### src/rtl/addsub_entry_ctrl.sv
// Operand-entry and result-capture stage around a 4-bit add/subtract unit.
// A debounced push-button steps the entry FSM: capture A, capture B plus the
// add/sub select, spend one cycle letting the adder settle and latch its
// outputs, then hold the result until the next press.
module addsub_entry_ctrl #(
  parameter int unsigned DEB_CYCLES = 1000000
) (
  input  logic       clk,
  input  logic       rst_n,
  input  logic [3:0] sw,
  input  logic       op_sw,
  input  logic       btn,
  output logic [3:0] a,
  output logic [3:0] b,
  output logic       control,
  input  logic [3:0] res_in,
  input  logic       carry_in,
  input  logic       zf_in,
  input  logic       of_in,
  output logic [3:0] res_q,
  output logic       carry_q,
  output logic       zf_q,
  output logic       of_q,
  output logic [1:0] state_o,
  output logic       done
);

  localparam int unsigned CNT_W = $clog2(DEB_CYCLES) + 1;
  // Counter value at which one more mismatching cycle completes the window.
  localparam logic [CNT_W-1:0] CNT_LAST = CNT_W'(DEB_CYCLES - 1);

  localparam logic [1:0] S_A    = 2'b00;
  localparam logic [1:0] S_B    = 2'b01;
  localparam logic [1:0] S_CALC = 2'b10;
  localparam logic [1:0] S_SHOW = 2'b11;

  logic             btn_m;
  logic             btn_s;
  logic             deb;
  logic             deb_prev;
  logic [CNT_W-1:0] cnt;
  logic             press;
  logic [1:0]       state;
  logic [1:0]       state_next;

  // Two-flop synchroniser for the asynchronous button.
  always_ff @(posedge clk) begin
    if (!rst_n) begin
      btn_m <= 1'b0;
      btn_s <= 1'b0;
    end else begin
      btn_m <= btn;
      btn_s <= btn_m;
    end
  end

  // Debounce: deb follows btn_s only after DEB_CYCLES consecutive differing cycles.
  always_ff @(posedge clk) begin
    if (!rst_n) begin
      deb <= 1'b0;
      cnt <= '0;
    end else if (btn_s == deb) begin
      cnt <= '0;
    end else if (cnt == CNT_LAST) begin
      deb <= btn_s;
      cnt <= '0;
    end else begin
      cnt <= cnt + 1'b1;
    end
  end

  // Delayed copy of deb for rising-edge detection.
  always_ff @(posedge clk) begin
    if (!rst_n) begin
      deb_prev <= 1'b0;
    end else begin
      deb_prev <= deb;
    end
  end

  // One-cycle pulse in the cycle after deb rises; release is ignored.
  assign press = deb & ~deb_prev;

  // Next-state decode; S_CALC always lasts exactly one cycle.
  always_comb begin
    state_next = state;
    unique case (state)
      S_A:     if (press) state_next = S_B;
      S_B:     if (press) state_next = S_CALC;
      S_CALC:  state_next = S_SHOW;
      S_SHOW:  if (press) state_next = S_A;
      default: state_next = S_A;
    endcase
  end

  // State register.
  always_ff @(posedge clk) begin
    if (!rst_n) begin
      state <= S_A;
    end else begin
      state <= state_next;
    end
  end

  // Operand capture; switches matter only on the press cycle of the matching state.
  always_ff @(posedge clk) begin
    if (!rst_n) begin
      a       <= 4'h0;
      b       <= 4'h0;
      control <= 1'b0;
    end else begin
      if (state == S_A && press) begin
        a <= sw;
      end
      if (state == S_B && press) begin
        b       <= sw;
        control <= op_sw;
      end
    end
  end

  // Result capture at the end of S_CALC, by which time the adder has settled.
  always_ff @(posedge clk) begin
    if (!rst_n) begin
      res_q   <= 4'h0;
      carry_q <= 1'b0;
      zf_q    <= 1'b0;
      of_q    <= 1'b0;
    end else if (state == S_CALC) begin
      res_q   <= res_in;
      carry_q <= carry_in;
      zf_q    <= zf_in;
      of_q    <= of_in;
    end
  end

  // Result-valid flag: set on leaving S_CALC, cleared by the press that leaves S_SHOW.
  always_ff @(posedge clk) begin
    if (!rst_n) begin
      done <= 1'b0;
    end else if (state == S_CALC) begin
      done <= 1'b1;
    end else if (state == S_SHOW && press) begin
      done <= 1'b0;
    end
  end

  assign state_o = state;

endmodule

### config.mk
export PLATFORM = sky130hd
export DESIGN_NAME = addsub_entry_ctrl
export DESIGN_NICKNAME = d
export VERILOG_FILES = /design/src/rtl/addsub_entry_ctrl.sv
export SDC_FILE = /design/constraint.sdc
export NUM_CORES = 1
export LEC_CHECK = 0
export ABC_CLOCK_PERIOD_IN_PS = 2150
export BUFFER_PORTS_ARGS = -buffer_cell sky130_fd_sc_hd__buf_4
export CORE_MARGIN = 8
export CORE_UTILIZATION = 45
export DETAILED_ROUTE_END_ITERATION = 6
export PLACE_DENSITY = 0.66
export SYNTH_ARGS = -nofsm -noshare
export SYNTH_HDL_FRONTEND = slang
export SYNTH_SLANG_ARGS = --single-unit
### constraint.sdc
create_clock -name clk -period 2.15 [get_ports clk]
set_input_delay 0.215 -clock clk [delete_from_list [all_inputs] [get_ports clk]]
set_output_delay 0.215 -clock clk [all_outputs]
set_load 0.01 [all_outputs]
## Word-level counts from Yosys, hierarchy flattened

Cells that the tools add are included.

- Muxes and demuxes: 6
- Reductions and logical operators: 8
- Equality and inequality tests: 8
- Bitwise operators: 4
- $add $sub $neg: 1

Operators with widths:

| kind | count |
|---|---|
| 21-bit by 1-bit adder with 21-bit output (second input constant) | 1 |
| 21-bit by 20-bit equality test with 1-bit output (second input constant) | 1 |
| 2-bit case mux with 4 select lines | 1 |
| 2-bit 2-to-1 mux | 3 |
| 2-bit inequality test (second input constant) | 3 |
| 2-bit equality test (second input constant) | 2 |
| 1-bit logical AND | 3 |
| 1-bit NOT | 3 |
| 3-bit AND reduction | 1 |
| 3-bit OR reduction | 1 |
| 2-bit by 1-bit equality test with 1-bit output (second input constant) | 1 |
| 2-bit zero test | 1 |
| 1-bit 2-to-1 mux | 2 |
| 2-bit AND reduction | 1 |
| 2-bit nonzero test | 1 |
| 1-bit bitwise AND | 1 |
| 1-bit equality test | 1 |

- Logic and storage cells: 41
- Bits in registers: 44
- Bits of input ports: 15
- Output and inout bits: 19

## Logic depth before layout (Yosys ltp)

Gate-level depths: netlist of the first run.

- Depth in word-level cells: 5
- Gate-level depth with buffers: 6
- Gate-level depth less buffers: 6

## Worst setup path after synthesis of the first run

OpenSTA, ideal clock, no wires.

- Kind: flip-flop to flip-flop
- From: register cnt[0]
- To: register cnt[18]
- Library setup time: 0.070 ns
- Required time: 2.080 ns
- Data arrival time: 1.800 ns
- Stages on the path, launching flop included: 6
- Path buffers: 0
- Slack: 0.280 ns
- Period minus slack after synthesis: 1.870 ns
- Cells stage by stage: dfxtp_1 ha_1 nand4_1 or4_1 or3_1 a21oi_1

- Word-level cells in the longest chain between the ends: 2
- Elaborated cells between the ends (all ways): 3
- Classes of those cells: add/sub: 1; eq/ne: 1; reduce/logical: 1

Ends and longest elaborated chain:

| element | RTL line | text |
|---|---|---|
| start, declared | 41 | `logic [CNT_W-1:0] cnt;` |
| start signal, assigned | 68 | `cnt <= cnt + 1'b1;` |
| branches (longest 2 deep; another with 21-bit by 1-bit adder with 21-bit output) | - |  |

Parallel ways; which one is timed is not known.
A chain may end at the register's enable or synchronous reset.

## Worst setup path in the final report of the first run

Ends and elaborated chain as after synthesis.

==> results of run 1 <==
synthesized netlist by cell type:
cell type	instances	area [µm²]
nand4_1	4	25.02
nand3_2	1	10.01
nor2_1	18	67.56
o41ai_1	1	8.760
nand4_4	1	21.27
or4b_4	1	13.76
a21oi_1	5	25.02
and2_1	2	12.51
or4_4	1	11.26
o311a_1	1	10.01
o21ai_0	3	15.01
xnor2_1	8	70.07
nor2b_1	10	62.56
clkbuf_1	4	15.01
nand3_1	20	100.1
o211ai_1	1	7.510
or4_1	3	22.52
and4bb_2	1	12.51
a21boi_0	9	67.56
nor4_1	5	31.28
ha_1	6	75.07
nor3_1	5	25.02
or3_1	3	18.77
nand3b_1	1	7.510
buf_2	1	5.000
a21oi_2	1	8.760
and3_1	2	12.51
nand2_1	23	86.33
buf_6	1	11.26
mux2i_1	9	90.09
dfxtp_1	44	880.8
o31ai_1	1	7.510
inv_1	6	22.52
xor2_1	7	61.31
cell families after synthesis:
group / Yosys count
simple gates: 101
flops: 44
compound gates: 22
xor+xnor: 15
buf+inv: 12
mux: 9
fa+ha+maj: 6
power by group:
group / total, mW / switching [mW] / internal (mW)
sequential: 0.846 / 0.0149 / 0.831
clock: 0.493 / 0.273 / 0.220
combinational: 0.185 / 0.0984 / 0.0862
state kept, by name, indices dropped and copies added (netlist names):
register / count
of_q: 1
deb: 1
state_o: 2
done: 1
deb_prev: 1
b: 4
zf_q: 1
control: 1
carry_q: 1
a: 4
btn_s: 1
res_q: 4
btn_m: 1
cnt: 21
layout make-up:
cell class / count / area share
clock buffer: 5 / 0.02986
multi-input combinational: 153 / 0.4283
inverter: 6 / 0.009772
tap: 50 / 0.02714
timing repair buffer: 36 / 0.1173
sequential: 44 / 0.3822
clock inverter: 2 / 0.005429
metrics by stage:
stage	cells	worst slack, ps	hold WS [ps]	cell area, µm²	utilization
floorplan	209	279.8	330.1	1922	-
CTS	296	151.0	118.0	2305	0.5680
global placement	289	251.0	417.0	2223	0.5479
finish	296	143.8	125.2	2305	0.5680
detailed placement	289	163.2	424.4	2223	0.5479
global route	296	0.8717	117.3	2305	0.5680
critical path, stage by stage, from the launching register on:
cell	delay [ps]
dfxtp_1	420
ha_1	290
nand4_1	130
or4_1	630
or3_1	340
a21oi_1	130
metal layers:
| layer | part of all wire | wire length (µm) | GRT usage | vias to the layer above |
|---|---|---|---|---|
| li1 | - | - | - | 796 |
| met1 | 0.48 | 1848 | 0.1466 | 687 |
| met2 | 0.45 | 1721 | 0.1949 | 26 |
| met3 | 0.052 | 199 | 0.03753 | 7 |
| met4 | 0.018 | 68 | 0.05357 | 0 |
| met5 | 0 | 0 | 0 | - |
path summary, 6_finish.rpt:
check	start	end	slack, ps	cells past startpoint
setup / recovery	cnt[0]	cnt[18]	140	5
hold / removal	btn	btn_m	130	2
setup reg to reg	cnt[0]	cnt[18]	140	5
hold reg to reg	btn_m	btn_s	440	1
==> flow_summary_export.csv, run 1 <==
group,metric,value,unit
yosys,synth_cells,209,
power_and_ir_drop,peakVddDrop,0.4310,mV
sta,final-max-slew-violation-count,0,
die,rows,23,
die,dieArea,6618,µm²
cts,ctsHoldBuffers,0,
cts,cts_tree,"built",
final_layout,nets,267,
routing,routed_wirelength,3837,µm
yosys,synth_adder_area_share,0.03906,
yosys,ys_seq_area_frac,0.4583,
global_route,grt_pass1_vias,1450,
yosys,yosys_warnings,0,
sta,post-route-min-period,2006,ps
die,core,4058,µm²
final_layout,drive_gt1_frac,0.1992,
cts,postCtsSetupRepairBufs,0,
setup_path,worst_setup_path_end_kind,"flop",
die,die_w,81.35,µm
die,dieHeight,81.35,µm
power_and_ir_drop,powerDensity,661.1,nW/µm²
cts,cts_resized,0,
yosys,ys_types,34,
yosys,synthXorXnorAreaFrac,0.06836,
outcome,status,"finished, final reports clean",
routing,dr.pass1.iters,4,
yosys,synth_area,1922,µm²
global_route,grt_start_max_net_pins,25,
sta,hold_violations,0,
routing,drtIter0Drc,88,
final_layout,multi_input_area,987.2,µm²
cts,clockBufferDepth,2,
sta,tightest_slew,493.8,ps
sta,setup_viol,0,
routing,ant_nets,0,
setup_path,crit_type,"flop to flop",
global_route,grt_pass1_wl,6430,µm
yosys,yosys.area_share.simple,0.2813,
final_layout,final_common_cell,"dfxtp_1",
final_layout,final_cell_mix,"dfxtp_1, buf_4, nand2_1, nand3_1, nor2_1",
final_layout,nFillCells,382,
yosys,postSynthAreaPerCell,9.195,µm²
setup_path,worstSetupStartpointType,"flop",
sta,finalSetupTns,0,ps
die,ios,34,
yosys,synth_compound_area_frac,0.07813,
worst_hold_path,hp-class,"input pin to flop",
cts,cts_root_buffer,"clkbuf_8",
run,cap_violations,0,
sta,max_slew_margin,0.6708,
cts,path_clk_slew,80,ps
sta,rsz0062_at_grt,"no",
routing,vias_per_cell,5.122,
routing,wl_per_cell,12.96,µm
final_layout,seq_area,880.8,µm²
setup_path,cp.required,2380,ps
sta,skew,7.074,ps
cts,cts_made_buffers,5,
placement,port_buffers,33,
routing,drc_errors,0,
routing,vias,1516,
global_route,grt.total_usage,0.1218,
power_and_ir_drop,power,1.524,mW
sta,finalCritPeriodShare,0.9331,
yosys,synth-seq-cells,44,
global_route,antenna_found_initial,0,
cts,cts_num_sinks,44,
die,floorplan.initialDensity,0.4736,
placement,place_congestion,0.8129,
setup_path,path_max_fanout,6,
final_layout,syn2layout_area_growth,19.92,%
cts,htree_num_levels,2,
power_and_ir_drop,p_leak,0.8153,nW
placement,hpwl,2763,µm
yosys,synth_mux_area_frac,0.04688,
yosys,synth_nets,230,
global_route,grt.overflow.total,0,
cts,clock_latency,300,ps
setup_path,cp.arrival,2240,ps
sta,max_freq,498.5,MHz
yosys,synth_top_family_by_area,"simple AND/OR/NAND/NOR gates",
final_layout,antennaDiodeCount,0,
Note: power is estimated with default switching activity, not from simulation.
==> run 2: changes to the inputs <==
REMOVE_ABC_BUFFERS = 1   (was not set)
SETUP_SLACK_MARGIN = 0.5   (was not set)
==> flow_summary_export.csv, run 2 (same netlist as run 1, synthesis figures left out) <==
group,metric,value,unit
global_route,grt_pass1_vias,1475,
setup_path,cp.required,2340,ps
final_layout,drive_gt1_frac,0.3268,
routing,wl_per_cell,13.80,µm
sta,timing.final.ws_setup,327.7,ps
setup_path,rrSetupSlack,330,ps
routing,vias_per_cell,5.205,
global_route,grt.total_usage,0.1300,
cts,cts_tree,"built",
setup_path,path_max_fanout,11,
final_layout,seq_area,907.1,µm²
power_and_ir_drop,powerDensity,663.9,nW/µm²
final_layout,final_core_util,0.6173,
die,core,4058,µm²
sta,skew,3.548,ps
final_layout,antennaDiodeCount,0,
routing,met1_length,1914,µm
sta,final-max-slew-violation-count,0,
sta,max_slew_margin,0.6847,
routing,vias,1598,
final_layout,largest-register,"cnt",
global_route,grt_start_max_net_pins,25,
die,die_w,81.35,µm
sta,max_freq,548.7,MHz
sta,hold_violations,0,
placement,place_congestion,0.8447,
sta,finalCritPeriodShare,0.8476,
sta,hold_slack,122.1,ps
setup_path,crit_type,"flop to flop",
final_layout,nets,277,
final_layout,final_cells,307,
global_route,grt_pass1_wl,6789,µm
power_and_ir_drop,p_leak,0.8872,nW
final_layout,multi_input_area,1041,µm²
die,rows,23,
routing,wl_met2,1924,µm
die,dieHeight,81.35,µm
final_layout,final_common_cell,"buf_4",
routing,ant_nets,0,
setup_path,cp.arrival,2010,ps
sta,rsz0062_at_grt,"yes",
routing,dr.pass1.iters,4,
cts,clockBufferDepth,2,
routing,drtIter0Drc,112,
cts,clock_latency,300,ps
die,floorplan.initialDensity,0.4736,
die,ios,34,
global_route,antenna_found_initial,0,
global_route,grt.overflow.total,0,
cts,path_clk_slew,80,ps
routing,drc_errors,0,
outcome,status,"finished, final reports clean",
cts,cts_num_sinks,44,
cts,cts_root_buffer,"clkbuf_8",
power_and_ir_drop,power,1.663,mW
setup_path,worst_setup_path_end_kind,"flop",
worst_hold_path,hp-class,"input pin to flop",
cts,htree_num_levels,2,
placement,port_buffers,33,
final_layout,final_cell_mix,"buf_4, dfxtp_1, nand2_1, nand3_1, nor2_1",
placement,pre_cts_ws,196.3,ps
routing,routed_wirelength,4238,µm
final_layout,syn2layout_area_growth,30.34,%
routing,wl_met3,300,µm
final_layout,nFillCells,356,
sta,post-route-min-period,1822,ps
cts,cts_made_buffers,5,
setup_path,worstSetupStartpointType,"flop",
die,dieArea,6618,µm²
run,cap_violations,0,
final_layout,largest_reg_flops,21,
routing,dr.max_layer_used,"met4",
power_and_ir_drop,peakVddDrop,0.4400,mV
placement,hpwl,2733,µm
sta,setup_viol,0,
placement,dp.cells,289,
sta,tightest_slew,473.0,ps
[run 2: changes by cell type in the layout (fill, tap and decap cells not counted), moves of 2 or more]
| cell | previous run | this run |
|---|---|---|
| dfxtp_2 | 0 | 9 |
| dfxtp_4 | 0 | 4 |
| nor2_2 | 0 | 5 |
| dfxtp_1 | 44 | 31 |
| a21oi_2 | 1 | 3 |
| nor2_1 | 18 | 13 |
| a21oi_1 | 5 | 3 |
| buf_6 | 0 | 2 |
| buf_4 | 36 | 43 |
[run 2: critical path, cell delays in order (launching register included)]
cell and delay [ps]:
dfxtp_4 370, or3_4 370, or4_1 410, o211ai_1 220, buf_4 160, buf_8 130, nor2_1 60
[run 2: power by group]
group	leakage (nW)	total, mW	switching [mW]	internal, mW
clock	0.0541	0.630	0.287	0.344
combinational	0.470	0.191	0.101	0.0901
sequential	0.363	0.841	0.0152	0.826
total	0.887	1.66	0.403	1.26
[run 2: through the flow]
step | setup TNS [ps] | instance area (µm²)
after floorplan | -2642 | 1891
after global placement | 0 | 2223
after detailed placement | 0 | 2223
after CTS | 0 | 2460
after global routing | 0 | 2505
final | 0 | 2505
[run 2: timing repair]
action / CTS / global route
cloned: 2 / 0
pin swaps: 7 / 0
gates resized for setup: 29 / 8
buffers inserted: 5 / 3
endpoints found under the hold margin: 0 / 0
hold buffers: 0 / 0
setup endpoints to repair: 21 / 21
[run 2: routing by layer]
layer | global-route usage | vias to the layer above
met5 | 0 | -
met4 | 0.05893 | 0
met3 | 0.04305 | 9
met2 | 0.1949 | 53
met1 | 0.1649 | 713
li1 | - | 823
[run 2: path summary, 6_finish.rpt]
kind	from	to	cells after the start
worst max register to register	cnt[7]	cnt[10]	6
worst max-delay path	cnt[7]	cnt[10]	6
worst min-delay path	btn	btn_m	2
worst min register to register	btn_m	btn_s	1
[run 2: final cells by class]
cell class,instances,area share
Clock inverter,3,0.01698
Sequential cell,44,0.3621
Timing Repair Buffer,46,0.1439
Tap cell,50,0.02498
Clock buffer,5,0.02747
Multi-Input combinational cell,153,0.4156
Inverter,6,0.008991
